**src/rtl/mda_pkg.sv**
```systemverilog
`default_nettype none
// ============================================================================
// Module      : mda_pkg
// Description : Shared types and PS/2 scan-code constants for the
//               multi-digit decimal adder.
// Revision    : 1.0 - initial release
// ============================================================================
package mda_pkg;

    typedef enum logic [1:0] {
        ST_ENTER_A = 2'd0,
        ST_ENTER_B = 2'd1,
        ST_CALC    = 2'd2,
        ST_DONE    = 2'd3
    } state_t;

    typedef enum logic {
        OP_ADD = 1'b0,
        OP_SUB = 1'b1
    } op_t;

    localparam logic [7:0] C_KEY_BKSP     = 8'h66;
    localparam logic [7:0] C_KEY_PLUS     = 8'h79;
    localparam logic [7:0] C_KEY_MINUS_KP = 8'h7B;
    localparam logic [7:0] C_KEY_MINUS_MR = 8'h4E;
    localparam logic [7:0] C_KEY_ENTER    = 8'h5A;
    localparam logic [7:0] C_KEY_ESC      = 8'h76;

    localparam logic [7:0] C_KP_DIGIT [10] = '{8'h70, 8'h69, 8'h72, 8'h7A, 8'h6B,
                                               8'h73, 8'h74, 8'h6C, 8'h75, 8'h7D};
    localparam logic [7:0] C_MR_DIGIT [10] = '{8'h45, 8'h16, 8'h1E, 8'h26, 8'h25,
                                               8'h2E, 8'h36, 8'h3D, 8'h3E, 8'h46};

    // Returns {hit, digit}; extended (E0) codes never map to a digit.
    function automatic logic [4:0] decode_digit(input logic [8:0] code,
                                                input logic       main_row_en);
        logic [4:0] r;
        r = 5'd0;
        if (!code[8]) begin
            for (int i = 0; i < 10; i++) begin
                if (code[7:0] == C_KP_DIGIT[i] ||
                    (main_row_en && code[7:0] == C_MR_DIGIT[i])) begin
                    r = {1'b1, 4'(i)};
                end
            end
        end
        return r;
    endfunction

endpackage
`default_nettype wire

```
**src/rtl/bcd_digit_alu.sv**
```systemverilog
`default_nettype none
// ============================================================================
// Module      : bcd_digit_alu
// Description : Single BCD digit add/subtract step with carry/borrow chain.
// Revision    : 1.0 - initial release
// ============================================================================
module bcd_digit_alu
    import mda_pkg::*;
(
    input  logic [3:0] i_a,
    input  logic [3:0] i_b,
    input  logic       i_cin,
    input  op_t        i_op,
    output logic [3:0] o_d,
    output logic       o_cout
);

    logic [4:0] w_sum;
    logic [4:0] w_diff;

    always_comb begin
        w_sum  = {1'b0, i_a} + {1'b0, i_b} + {4'd0, i_cin};
        w_diff = {1'b0, i_a} - {1'b0, i_b} - {4'd0, i_cin};
        o_d    = w_sum[3:0];
        o_cout = 1'b0;
        if (i_op == OP_SUB) begin
            // Negative two's-complement nibble plus ten yields the borrowed digit.
            if (w_diff[4]) begin
                o_d    = w_diff[3:0] + 4'd10;
                o_cout = 1'b1;
            end else begin
                o_d    = w_diff[3:0];
            end
        end else if (w_sum > 5'd9) begin
            o_d    = w_sum[3:0] + 4'd6;
            o_cout = 1'b1;
        end
    end

endmodule
`default_nettype wire

```
**src/rtl/multi_digit_decimal_adder.sv**
```systemverilog
`default_nettype none
// ============================================================================
// Module      : multi_digit_decimal_adder
// Description : PS/2 keyed BCD calculator: enter A, operator, B, Enter; the
//               result is computed one digit per cycle. Define MDA_SUBTRACT_EN
//               to add the minus keys and the subtraction datapath.
// Revision    : 1.0 - initial release
// ============================================================================
module multi_digit_decimal_adder
    import mda_pkg::*;
#(
    parameter int DIGITS      = 2,
    parameter int MAIN_ROW_EN = 1
) (
    input  logic                    clk,
    input  logic                    rst,
    input  logic                    key_pulse,
    input  logic [8:0]              key_code,
    output logic [4*DIGITS-1:0]     a_bcd,
    output logic [4*DIGITS-1:0]     b_bcd,
    output logic [4*(DIGITS+1)-1:0] result_bcd,
    output logic                    result_neg,
    output logic                    result_valid,
    output logic [1:0]              state
);

    localparam int         W        = 4 * DIGITS;
    localparam int         RW       = 4 * (DIGITS + 1);
    localparam logic [2:0] C_DIGITS = 3'(DIGITS);

    state_t        r_state;
    op_t           r_op;
    logic [W-1:0]  r_a, r_b, r_x, r_y;
    logic [RW-1:0] r_result;
    logic [2:0]    r_cnt_a, r_cnt_b, r_idx;
    logic          r_carry, r_valid;

    logic [4:0] w_dig;
    logic       w_digit, w_esc, w_bksp, w_plus, w_minus, w_enter;
    logic       w_start, w_done_digit, w_swap;
    logic [3:0] w_alu_d;
    logic       w_alu_cout;

    assign w_dig        = decode_digit(key_code, MAIN_ROW_EN != 0);
    assign w_digit      = key_pulse && w_dig[4];
    assign w_esc        = key_pulse && (key_code == {1'b0, C_KEY_ESC});
    assign w_bksp       = key_pulse && (key_code == {1'b0, C_KEY_BKSP});
    assign w_plus       = key_pulse && (key_code == {1'b0, C_KEY_PLUS});
    assign w_enter      = key_pulse && (key_code[7:0] == C_KEY_ENTER);
    assign w_start      = (r_state == ST_ENTER_B) && w_enter;
    assign w_done_digit = (r_state == ST_DONE) && w_digit;

    function automatic logic [W-1:0] push_digit(input logic [W-1:0] v, input logic [3:0] d);
        logic [W-1:0] t;
        t      = v << 4;
        t[3:0] = d;
        return t;
    endfunction

`ifdef MDA_SUBTRACT_EN
    logic r_neg;

    assign w_minus = key_pulse && ((key_code == {1'b0, C_KEY_MINUS_KP}) ||
                                   (key_code == {1'b0, C_KEY_MINUS_MR}));
    // Subtract the smaller operand from the larger so the chain yields |A-B|.
    assign w_swap  = (r_op == OP_SUB) && (r_a < r_b);

    always_ff @(posedge clk or negedge rst) begin
        if (!rst) begin
            r_neg <= 1'b0;
        end else if (w_esc || w_done_digit) begin
            r_neg <= 1'b0;
        end else if (w_start) begin
            r_neg <= w_swap;
        end
    end

    assign result_neg = r_neg;
`else
    assign w_minus    = 1'b0;
    assign w_swap     = 1'b0;
    assign result_neg = 1'b0;
`endif

    bcd_digit_alu u_alu (
        .i_a    (r_x[3:0]),
        .i_b    (r_y[3:0]),
        .i_cin  (r_carry),
        .i_op   (r_op),
        .o_d    (w_alu_d),
        .o_cout (w_alu_cout)
    );

    always_ff @(posedge clk or negedge rst) begin
        if (!rst) begin
            r_state  <= ST_ENTER_A;
            r_op     <= OP_ADD;
            r_a      <= '0;
            r_b      <= '0;
            r_x      <= '0;
            r_y      <= '0;
            r_result <= '0;
            r_cnt_a  <= 3'd0;
            r_cnt_b  <= 3'd0;
            r_idx    <= 3'd0;
            r_carry  <= 1'b0;
            r_valid  <= 1'b0;
        end else if (w_esc) begin
            r_state  <= ST_ENTER_A;
            r_op     <= OP_ADD;
            r_a      <= '0;
            r_b      <= '0;
            r_x      <= '0;
            r_y      <= '0;
            r_result <= '0;
            r_cnt_a  <= 3'd0;
            r_cnt_b  <= 3'd0;
            r_idx    <= 3'd0;
            r_carry  <= 1'b0;
            r_valid  <= 1'b0;
        end else begin
            case (r_state)
                ST_ENTER_A: begin
                    if (w_digit) begin
                        if (r_cnt_a < C_DIGITS) begin
                            r_a     <= push_digit(r_a, w_dig[3:0]);
                            r_cnt_a <= r_cnt_a + 3'd1;
                        end
                    end else if (w_bksp) begin
                        r_a <= r_a >> 4;
                        if (r_cnt_a != 3'd0) r_cnt_a <= r_cnt_a - 3'd1;
                    end else if (w_plus) begin
                        r_op    <= OP_ADD;
                        r_state <= ST_ENTER_B;
                    end else if (w_minus) begin
                        r_op    <= OP_SUB;
                        r_state <= ST_ENTER_B;
                    end
                end
                ST_ENTER_B: begin
                    if (w_digit) begin
                        if (r_cnt_b < C_DIGITS) begin
                            r_b     <= push_digit(r_b, w_dig[3:0]);
                            r_cnt_b <= r_cnt_b + 3'd1;
                        end
                    end else if (w_bksp) begin
                        r_b <= r_b >> 4;
                        if (r_cnt_b != 3'd0) r_cnt_b <= r_cnt_b - 3'd1;
                    end else if (w_start) begin
                        r_x      <= w_swap ? r_b : r_a;
                        r_y      <= w_swap ? r_a : r_b;
                        r_idx    <= 3'd0;
                        r_carry  <= 1'b0;
                        r_result <= '0;
                        r_valid  <= 1'b0;
                        r_state  <= ST_CALC;
                    end
                end
                ST_CALC: begin
                    // Operands drain LSB first; result digits enter from the top.
                    r_x      <= r_x >> 4;
                    r_y      <= r_y >> 4;
                    r_carry  <= w_alu_cout;
                    r_result <= {w_alu_d, r_result[RW-1:4]};
                    r_idx    <= r_idx + 3'd1;
                    if (r_idx == C_DIGITS) begin
                        r_state <= ST_DONE;
                        r_valid <= 1'b1;
                    end
                end
                ST_DONE: begin
                    if (w_digit) begin
                        r_a      <= W'(w_dig[3:0]);
                        r_b      <= '0;
                        r_result <= '0;
                        r_valid  <= 1'b0;
                        r_cnt_a  <= 3'd1;
                        r_cnt_b  <= 3'd0;
                        r_op     <= OP_ADD;
                        r_state  <= ST_ENTER_A;
                    end
                end
            endcase
        end
    end

    assign a_bcd        = r_a;
    assign b_bcd        = r_b;
    assign result_bcd   = r_result;
    assign result_valid = r_valid;
    assign state        = r_state;

endmodule
`default_nettype wire
```
**config.mk**
```make
export PLATFORM = sky130hd
export DESIGN_NAME = multi_digit_decimal_adder
export DESIGN_NICKNAME = d
export VERILOG_FILES = /design/src/rtl/mda_pkg.sv /design/src/rtl/bcd_digit_alu.sv /design/src/rtl/multi_digit_decimal_adder.sv
export SDC_FILE = /design/constraint.sdc
export NUM_CORES = 1
export LEC_CHECK = 0
export ABC_AREA = 1
export ABC_CLOCK_PERIOD_IN_PS = 3100
export CAP_MARGIN = 10
export CORE_MARGIN = 5
export CORE_UTILIZATION = 40
export CTS_BUF_LIST = sky130_fd_sc_hd__clkbuf_16
export DETAILED_ROUTE_END_ITERATION = 7
export DONT_BUFFER_PORTS = 1
export GPL_ROUTABILITY_DRIVEN = 0
export PLACE_DENSITY = 0.61
export SYNTH_ARGS = -nofsm -noshare
export SYNTH_HDL_FRONTEND = slang
export SYNTH_HIERARCHICAL = 1
export SYNTH_SLANG_ARGS = --single-unit
```
**constraint.sdc**
```tcl
create_clock -name clk -period 3.1 [get_ports clk]
set_input_delay 0.31 -clock clk [delete_from_list [all_inputs] [get_ports clk]]
set_output_delay 0.31 -clock clk [all_outputs]
set_load 0.05 [all_outputs]
```
==> impl_metrics.ini <==
[pwr]
p_sw_share_pct = 48.1
p_clk_share_pct = 22.0
pwr-share-comb_pct = 45.7
p_seq_share_pct = 32.3
p_per_area_nw_per_um2 = 869
p_leak_uw = 0.00223
power.total_uw = 3820
switching_power_uw = 1840
ir_worst_vdd_v = 0.000528
intPower_uw = 1980

[placed_design]
io_buffers = 0
dpl_cell_area_um2 = 4110
place_hpwl_um = 7080

[setup_path]
crit_type = reg -> reg
worstPathMaxFanout = 4
crit_top_cell = nand2_1
critPathArrivalTime_ns = 2.84
cp_slowest_cell = fa_1
crit_family = adder cells
end_kind = register
start_kind = register
reg2reg_slack_ns = 0.51
timing.critical_path.buf_inv = 2
max_stage_delay_ns = 0.47
cp_cell_sequence = fa_1, fa_1, inv_1, nand2_1, nand2_2, ha_1, inv_1, nor2_1, a21oi_2, nand2_1, nand2_2, nand2_1, nand3_1, nand2_1, nand2_1, o21ai_1
cp.required_ns = 3.34

[drt]
num_vias = 3488
routed_wl_um = 9420
drt_iter0_markers = 247
route.detailed.drc = 0
wl_per_cell_um = 13.3
drtPass1Iterations = 5
viasPerCell = 4.93
final_antenna_net_count = 0

[timing]
final.min_clock_period_ns = 2.59
finalCritPeriodShare_pct = 83.7
finalMaxSlewViolations = 0
final-setup-viol-count = 0
tightest_slew_ns = 0.603
hold_viol = 0
rsz0062_at_grt = false
tns_ns = 0
fin_skew_ns = 0.00626
slew_headroom_pct = 59.8
fmax_mhz = 385

[synthesis]
avgSynthCellArea_um2 = 7.08
synth.distinct_cells = 40
syn_inst = 562
synth_warnings = 6
synth_area_um2 = 3980
ys_ff_latch = 57
yosysSeqAreaShare_pct = 35.9

[cts]
cts_made_buffers = 9
cts-htree-levels = 3
ctsResizeCount = 0
cts_buffer_depth = 2
hold_buffers = 2
clkLatencyLatePin_ns = 0.32
cts_sinks = 57
post_cts_buffers = 0
cts_tree = built
clk_pin_slew_worst_paths_ns = 0.05
root_buffer = clkbuf_16

[floorplanning]
fp.dieW_um = 110
core_area_um2 = 9730
ios = 44
initial_core_util_pct = 40.9
row_count = 36
die_area_um2 = 12000
die_y_um = 110

[final_layout]
multi_input_area_um2 = 2220
antenna_cells = 0
area_growth_pct = 10.5
fin_area_um2 = 4400
filler_cell_count = 998
drive_gt1_share_pct = 9.57
utilization_pct = 45.2
seqCellArea_um2 = 1430
nets = 608

[run_status]
status = completed

[global_route]
grt_overflow = 0
grt_max_degree = 58
antenna_found_initial = 0
track_usage_pct = 17.0
grt_pass1_vias = 3353
grt_pass1_wl_um = 16200

[job]
drv_cap = 0

[min_path]
hp-class = in -> reg
## cell usage after synthesis, drive strengths merged
master / n / share of area (%)
a21oi: 8 / 1.1
a22oi: 4 / 0.75
a31o: 1 / 0.22
a31oi: 2 / 0.31
a41oi: 1 / 0.22
buf: 9 / 2.0
clkbuf: 4 / 0.38
conb: 1 / 0.094
dfrtp: 57 / 36
fa: 6 / 3.0
ha: 18 / 5.7
inv: 66 / 6.2
nand2: 224 / 22
nand3: 42 / 6.3
nand4: 5 / 0.94
nor2: 52 / 5.7
nor3: 2 / 0.38
o211ai: 4 / 0.88
o21ai: 47 / 6.0
o21bai: 2 / 0.66
or2: 3 / 0.47
xnor2: 3 / 0.66
xor2: 1 / 0.22
## worst register-to-register path: cells and delay by family, from the launching register on
kind	cells	cell delay, ns
AOI/OAI and AO/OA	2	0.17
and+or+nand+nor	9	0.76
adders and majority gates	3	1.03
DFF	1	0.42
buffers and inverters	2	0.15
## power by group through the flow
| stage | registers [uW] | logic (uW) | clock network (uW) |
|---|---|---|---|
| after floorplan | 1230 | 1410 | 0 |
| after CTS | 1240 | 1740 | 859 |
| final | 1240 | 1750 | 839 |
| after global routing | 1260 | 2010 | 897 |
| after global placement | 1250 | 1660 | 0 |
| after detailed placement | 1250 | 1700 | 0 |
## layout by cell type (no fill, tap or decap), drive strengths merged
cell,n
dfrtp,57
clkbuf,9
clkinv,4
a21oi,8
a41oi,1
buf,7
ha,18
nor3,2
o211ai,4
nand4,5
a31oi,2
inv,66
conb,5
nand3,42
xor2,1
o21bai,2
dlygate4sd3,1
a22oi,4
nand2,224
a31o,1
or2,3
clkinvlp,1
fa,6
nor2,52
xnor2,3
o21ai,47
## layer usage
layer  vias to the layer above  track usage [%]  share of wire, %  wire [um]
li1                       1794                -                 -          -
met1                      1604             23.0                46       4340
met2                        76             27.2                48       4500
met3                        14             3.88               4.6        435
met4                         0             5.34               1.6        150
met5                         -                0                 0          0
## final cells by class
cell class | count | share of cell area (%)
tap | 133 | 3.78
timing repair buffer | 8 | 1.88
inverter | 66 | 5.63
clock inverter | 5 | 0.569
multi-input combinational | 430 | 50.6
clock buffer | 9 | 5.12
sequential | 57 | 32.4
## sequential cells by signal, indices dropped and copies added (netlist names)
signal,count
result_bcd,12
a_bcd,8
b_bcd,8
r_x,8
r_y,8
r_cnt_a,3
r_cnt_b,3
r_idx,3
state,2
r_carry,1
result_valid,1
## through the flow
stage               cells  worst slack (ns)  hold WS (ns)
finish                708             0.506         0.249
global route          708             0.283         0.271
CTS                   708             0.513         0.233
detailed placement    692             0.522        0.0177
global placement      692             0.639        0.0177
floorplan             566             0.735        0.0144
## worst paths after layout
kind                                          from                   endpoint  depth (start not counted)
worst max-delay path            r_x[0]$_DFFE_PN0P_  result_bcd[9]$_DFFE_PN0P_                         16
worst min-delay path                   key_code[8]       a_bcd[0]$_DFFE_PN0P_                          3
worst max register to register  r_x[0]$_DFFE_PN0P_  result_bcd[9]$_DFFE_PN0P_                         16
worst min register to register  r_y[5]$_DFFE_PN0P_         r_y[5]$_DFFE_PN0P_                          2
max in group asynchronous                      rst         r_y[3]$_DFFE_PN0P_                          2
min in group asynchronous                      rst       state[0]$_DFFE_PN0P_                          2
## cell families after synthesis
family	share of synthesized area [%]
buffers and inverters	8.62
AND/OR/NAND/NOR	35.7
XOR/XNOR	0.881
AO/OA/AOI/OAI	10.2
other	0.0943
adder cells (fa/ha/maj)	8.68
flip-flops	35.9
Note: power is estimated with default switching activity, not from simulation.
